`src/rtl/rv_lsu.sv`:
```
// RV32I load/store unit: validates and issues one memory operation at a time
// over a req/ack word bus with a bounded wait, returning a one-cycle response.
module rv_lsu #(
  parameter int BUS_TIMEOUT = 255
) (
  input  logic        clk,
  input  logic        rst_n,
  input  logic        req_valid,
  output logic        req_ready,
  input  logic        req_store,
  input  logic [2:0]  req_funct3,
  input  logic [31:0] req_addr,
  input  logic [31:0] req_wdata,
  output logic        rsp_valid,
  output logic [31:0] rsp_rdata,
  output logic        rsp_error,
  output logic        mem_req,
  output logic        mem_we,
  output logic [31:0] mem_addr,
  output logic [3:0]  mem_be,
  output logic [31:0] mem_wdata,
  input  logic        mem_ack,
  input  logic [31:0] mem_rdata
);

  typedef enum logic [1:0] {IDLE = 2'd0, BUS = 2'd1, RESP = 2'd2} state_t;

  localparam logic [15:0] TIMEOUT_LAST = 16'(BUS_TIMEOUT - 1);

  state_t      state_r, state_s;
  logic [2:0]  funct3_r, funct3_s;
  logic [1:0]  off_r, off_s;
  logic        store_r, store_s;
  logic [15:0] cnt_r, cnt_s;
  logic        req_ready_s, rsp_valid_s, rsp_error_s;
  logic [31:0] rsp_rdata_s;
  logic        mem_req_s, mem_we_s;
  logic [31:0] mem_addr_s, mem_wdata_s;
  logic [3:0]  mem_be_s;

  function automatic logic op_legal(input logic store, input logic [2:0] f3,
                                    input logic [1:0] off);
    logic ok;
    case (f3)
      3'b000:  ok = 1'b1;
      3'b001:  ok = (off[0] == 1'b0);
      3'b010:  ok = (off == 2'b00);
      3'b100:  ok = !store;
      3'b101:  ok = !store && (off[0] == 1'b0);
      default: ok = 1'b0;
    endcase
    return ok;
  endfunction

  function automatic logic [3:0] byte_en(input logic [2:0] f3, input logic [1:0] off);
    logic [3:0] be;
    case (f3[1:0])
      2'b00:   be = 4'b0001 << off;
      2'b01:   be = 4'b0011 << off;
      default: be = 4'b1111;
    endcase
    return be;
  endfunction

  function automatic logic [31:0] store_data(input logic [2:0] f3, input logic [31:0] wd);
    logic [31:0] d;
    case (f3[1:0])
      2'b00:   d = {4{wd[7:0]}};
      2'b01:   d = {2{wd[15:0]}};
      default: d = wd;
    endcase
    return d;
  endfunction

  function automatic logic [31:0] load_data(input logic [2:0] f3, input logic [1:0] off,
                                            input logic [31:0] word);
    logic [31:0] sh;
    logic [31:0] d;
    sh = word >> {off, 3'b000};
    case (f3)
      3'b000:  d = {{24{sh[7]}}, sh[7:0]};
      3'b001:  d = {{16{sh[15]}}, sh[15:0]};
      3'b010:  d = sh;
      3'b100:  d = {24'h000000, sh[7:0]};
      3'b101:  d = {16'h0000, sh[15:0]};
      default: d = 32'h0000_0000;
    endcase
    return d;
  endfunction

  // Next-state and next-output logic; every output is computed here and registered below.
  always_comb begin
    state_s     = state_r;
    funct3_s    = funct3_r;
    off_s       = off_r;
    store_s     = store_r;
    cnt_s       = cnt_r;
    req_ready_s = req_ready;
    rsp_valid_s = rsp_valid;
    rsp_error_s = rsp_error;
    rsp_rdata_s = rsp_rdata;
    mem_req_s   = mem_req;
    mem_we_s    = mem_we;
    mem_addr_s  = mem_addr;
    mem_be_s    = mem_be;
    mem_wdata_s = mem_wdata;
    case (state_r)
      IDLE: begin
        if (req_valid) begin
          funct3_s    = req_funct3;
          off_s       = req_addr[1:0];
          store_s     = req_store;
          cnt_s       = 16'd0;
          req_ready_s = 1'b0;
          if (op_legal(req_store, req_funct3, req_addr[1:0])) begin
            state_s     = BUS;
            mem_req_s   = 1'b1;
            mem_we_s    = req_store;
            mem_addr_s  = {req_addr[31:2], 2'b00};
            mem_be_s    = byte_en(req_funct3, req_addr[1:0]);
            mem_wdata_s = req_store ? store_data(req_funct3, req_wdata) : 32'h0000_0000;
          end else begin
            state_s     = RESP;
            rsp_valid_s = 1'b1;
            rsp_error_s = 1'b1;
            rsp_rdata_s = 32'h0000_0000;
          end
        end else begin
          req_ready_s = 1'b1;
        end
      end
      BUS: begin
        // Ack wins over a timeout that expires in the same cycle.
        if (mem_ack) begin
          state_s     = RESP;
          mem_req_s   = 1'b0;
          rsp_valid_s = 1'b1;
          rsp_error_s = 1'b0;
          rsp_rdata_s = store_r ? 32'h0000_0000 : load_data(funct3_r, off_r, mem_rdata);
        end else if ((BUS_TIMEOUT != 0) && (cnt_r == TIMEOUT_LAST)) begin
          state_s     = RESP;
          mem_req_s   = 1'b0;
          rsp_valid_s = 1'b1;
          rsp_error_s = 1'b1;
          rsp_rdata_s = 32'h0000_0000;
        end else begin
          cnt_s = cnt_r + 16'd1;
        end
      end
      RESP: begin
        state_s     = IDLE;
        rsp_valid_s = 1'b0;
        rsp_error_s = 1'b0;
        rsp_rdata_s = 32'h0000_0000;
        req_ready_s = 1'b1;
      end
      default: begin
        state_s     = IDLE;
        mem_req_s   = 1'b0;
        rsp_valid_s = 1'b0;
        req_ready_s = 1'b1;
      end
    endcase
  end

  // State and output registers; reset aborts any operation without a response.
  always_ff @(posedge clk or negedge rst_n) begin
    if (!rst_n) begin
      state_r   <= IDLE;
      funct3_r  <= 3'b000;
      off_r     <= 2'b00;
      store_r   <= 1'b0;
      cnt_r     <= 16'd0;
      req_ready <= 1'b1;
      rsp_valid <= 1'b0;
      rsp_error <= 1'b0;
      rsp_rdata <= 32'h0000_0000;
      mem_req   <= 1'b0;
      mem_we    <= 1'b0;
      mem_addr  <= 32'h0000_0000;
      mem_be    <= 4'b0000;
      mem_wdata <= 32'h0000_0000;
    end else begin
      state_r   <= state_s;
      funct3_r  <= funct3_s;
      off_r     <= off_s;
      store_r   <= store_s;
      cnt_r     <= cnt_s;
      req_ready <= req_ready_s;
      rsp_valid <= rsp_valid_s;
      rsp_error <= rsp_error_s;
      rsp_rdata <= rsp_rdata_s;
      mem_req   <= mem_req_s;
      mem_we    <= mem_we_s;
      mem_addr  <= mem_addr_s;
      mem_be    <= mem_be_s;
      mem_wdata <= mem_wdata_s;
    end
  end

endmodule
```
`config.mk`:
```
export PLATFORM = sky130hd
export DESIGN_NAME = rv_lsu
export DESIGN_NICKNAME = d
export VERILOG_FILES = /design/src/rtl/rv_lsu.sv
export SDC_FILE = /design/constraint.sdc
export NUM_CORES = 1
export LEC_CHECK = 0
export CORE_MARGIN = 3
export CORE_UTILIZATION = 47
export DETAILED_ROUTE_END_ITERATION = 8
export MAX_ROUTING_LAYER = met4
export PLACE_DENSITY = 0.8
export SLEW_MARGIN = 20
export SYNTH_ARGS = -nofsm -noshare
export SYNTH_HDL_FRONTEND = slang
export SYNTH_SLANG_ARGS = --single-unit
```
`constraint.sdc`:
```
create_clock -name clk -period 2 [get_ports clk]
set_input_delay 0.2 -clock clk [delete_from_list [all_inputs] [get_ports clk]]
set_output_delay 0.2 -clock clk [all_outputs]
set_load 0.05 [all_outputs]
```
==> results_dict.tcl <==
set metrics [dict create \
    status "finished, final reports clean" \
    p_per_area_nw_per_um2 1568 \
    h-tree-depth 4 \
    synth_xor_area_frac 0.006857 \
    finalSetupViolations 0 \
    diodes 0 \
    synth.distinct_cells 61 \
    max-cap-violations 0 \
    place.gp.congestion 0.9215 \
    yosys.area_share.simple 0.2016 \
    numCtsBuffers 17 \
    cp_cell_sequence "clkdlybuf4s50_1" \
    ir_drop_uv 1083 \
    worst_pin_slew_ns 0.5638 \
    yosysSeqAreaShare 0.4978 \
    holdCritPathClass "in -> async" \
    min_period_ns 1.940 \
    synthFlopType "dfrtp_1" \
    drive_gt1_frac 0.1424 \
    synth_top_family_by_area "simple AND/OR/NAND/NOR gates" \
    grt_overflow 0 \
    arrival_ns 1.74 \
    die_w_um 122.6 \
    synth-edff-count 0 \
    synth_compound_area_frac 0.1544 \
    hpwlAfterDp_um 13980 \
    die_y_um 122.6 \
    critPathTopFamily "buffers and inverters" \
    static-leakage-power_nw 4.306 \
    ant_nets 0 \
    finalCritPeriodShare 0.9698 \
    critPathKind "reg -> out" \
    post_drt_wl_per_cell_um 17.65 \
    cts_buffer_depth 2 \
    mostFrequentLayoutCell "clkdlybuf4s50_1" \
    synth_seq_cells 127 \
    drt_iter0_markers 471 \
    initial_core_util 0.4940 \
    fillers 913 \
    setup_tns_ns 0 \
    area_delta_synth_final_pct 50.24 \
    cts_tree "yes" \
    cp.required_ns 1.80 \
    clock-sinks 127 \
    clock_latency_ns 0.42 \
    grt_pass1_wl_um 29610 \
    hold_slack_ns 0.2785 \
    avgSynthCellArea_um2 9.461 \
    fp-row-count 41 \
    final_max_slew_viol_count 0 \
    vias_per_cell 5.485 \
    path_clk_slew_ns 0.06 \
    synthMuxAreaShare 0.08777 \
    slew_headroom 0.6230 \
    nets 1012 \
    grt_max_degree 80 \
    fmax_ghz 0.5156 \
    ys_async_sr_fraction 1.000 \
    root_buffer "clkbuf_16" \
    vias 5951 \
    syn_inst 675 \
    syn_area_um2 6386 \
    synthAdderAreaFrac 0.009796 \
    cp.buffers_inverters 1 \
    ioPinCount 209 \
    core-area_um2 12930 \
    clock_skew_ns 0.007181 \
    io_buffer_count 206 \
    drt_drc_violations_left 0 \
    drt-total-wl_um 19150 \
    rsz0062_at_grt "true" \
    path_max_fanout 2 \
    cp_slowest_stage_delay_ns 0.80 \
    layout_common_cells "clkdlybuf4s50_1, nand2_1, dfrtp_1" \
    critPathLaunchType "flop" \
    cpMaxStageDelayCell "clkdlybuf4s50_1" \
    drt_first_pass_iters 5 \
    grt_pass1_vias 5912 \
    dieArea_um2 15020 \
    grt_usage 0.2591 \
    hold_violations 0 \
    end_kind "output port" \
    yosys_warnings 0 \
    antenna_found_initial 0 \
]
cells by family (layout without fill, tap and decap cells):
kind of cell / after synthesis / count (layout)
AO/OA/AOI/OAI: 142 / 142
multiplexers: 53 / 53
adder cells (fa/ha/maj): 5 / 5
flip-flops: 127 / 127
other: 1 / 2
buffers and inverters: 54 / 291
XOR/XNOR: 5 / 5
AND/OR/NAND/NOR: 288 / 288
stage by stage:
stage / worst slack, ns / power (mW) / utilization / instance area (µm²) / instances
6_report: 0.06033 / 15.04 / 0.7422 / 9594 / 1085
3_5_place_dp: -0.1116 / 11.71 / 0.6844 / 8847 / 1052
4_1_cts: 0.01108 / 14.92 / 0.7324 / 9468 / 1082
2_1_floorplan: 0.1396 / 8.907 / - / 6390 / 676
5_1_grt: -0.04515 / 15.77 / 0.7422 / 9594 / 1085
3_3_place_gp: -0.02071 / 11.51 / 0.6844 / 8847 / 1052
power by group:
group,switching [mW],internal (mW),total (mW)
sequential,0.600,3.42,4.02
clock,1.07,2.06,3.13
combinational,5.14,2.76,7.89
total,6.80,8.24,15.0
cells in the mapped netlist (all sizes together), types with 2 or more instances:
library cell	instances	area, µm²
o21ai	48	247.7
nand2b	5	31.28
mux2	24	270.3
o211ai	12	95.09
nor3	2	10.01
nor3b	3	38.79
a211oi	8	60.06
nor2b	11	68.82
ha	5	62.56
o22a	4	35.03
mux2i	29	290.3
clkbuf	18	67.56
nand3	22	110.1
nor4	3	40.04
a22o	16	140.1
inv	8	30.03
a21oi	21	108.9
o31ai	9	67.56
or2	3	18.77
nand4	4	31.28
a21o	7	52.55
or3	7	43.79
dfrtp	126	3153
nor2	17	68.81
xor2	4	35.03
buf	27	161.4
o22ai	2	12.51
nand2	204	765.7
a2111oi	7	92.59
layer usage:
metal | share of wire | vias to the layer above | global-route usage
met2 | 0.49 | 237 | 0.4129
met3 | 0.063 | 47 | 0.05207
met4 | 0.035 | 0 | 0.1106
met5 | 0 | - | -
li1 | - | 2796 | -
met1 | 0.41 | 2871 | 0.3237
final timing paths:
check / cells past startpoint / start / slack, ns / endpoint
worst max-delay path: 1 / req_ready$_DFFE_PN1N_ / 0.06 / req_ready
worst min-delay path: 2 / rst_n / 0.28 / rsp_rdata[8]$_DFFE_PN0P_
worst max register to register: 8 / state_r[0]$_DFFE_PN0P_ / 0.06 / cnt_r[6]$_DFFE_PN0P_
worst min register to register: 2 / mem_wdata[12]$_DFFE_PN0P_ / 0.47 / mem_wdata[12]$_DFFE_PN0P_
max in group asynchronous: 3 / rst_n / 1.07 / req_ready$_DFFE_PN1N_
min in group clk: 3 / req_addr[17] / 0.31 / mem_addr[17]$_DFFE_PN0P_
layout make-up:
cell class                 instances  area (µm²)  share of cell area
sequential                       127        3179              0.3314
tap                              172       215.2             0.02243
multi-input combinational        495        3077              0.3207
clock inverter                     6       107.6             0.01122
clock buffer                      23       488.0             0.05086
timing repair buffer             253        2494              0.2599
inverter                           9       33.78            0.003521
flip-flops by register name, indices dropped and copies added (netlist names), 2 cells and up:
register,count
off_r,2
rsp_rdata,32
mem_wdata,32
mem_addr,30
mem_be,4
funct3_r,3
state_r,2
cnt_r,16
what timing repair did:
action | in CTS | in global routing
hold buffers | 1 | 0
pin swaps | 0 | 4
endpoints found under the setup margin | 18 | 102
hold endpoints to repair | 31 | 0
resized for setup | 4 | 17
buffers inserted | 0 | 3
Power figures use the tool's default switching activity.
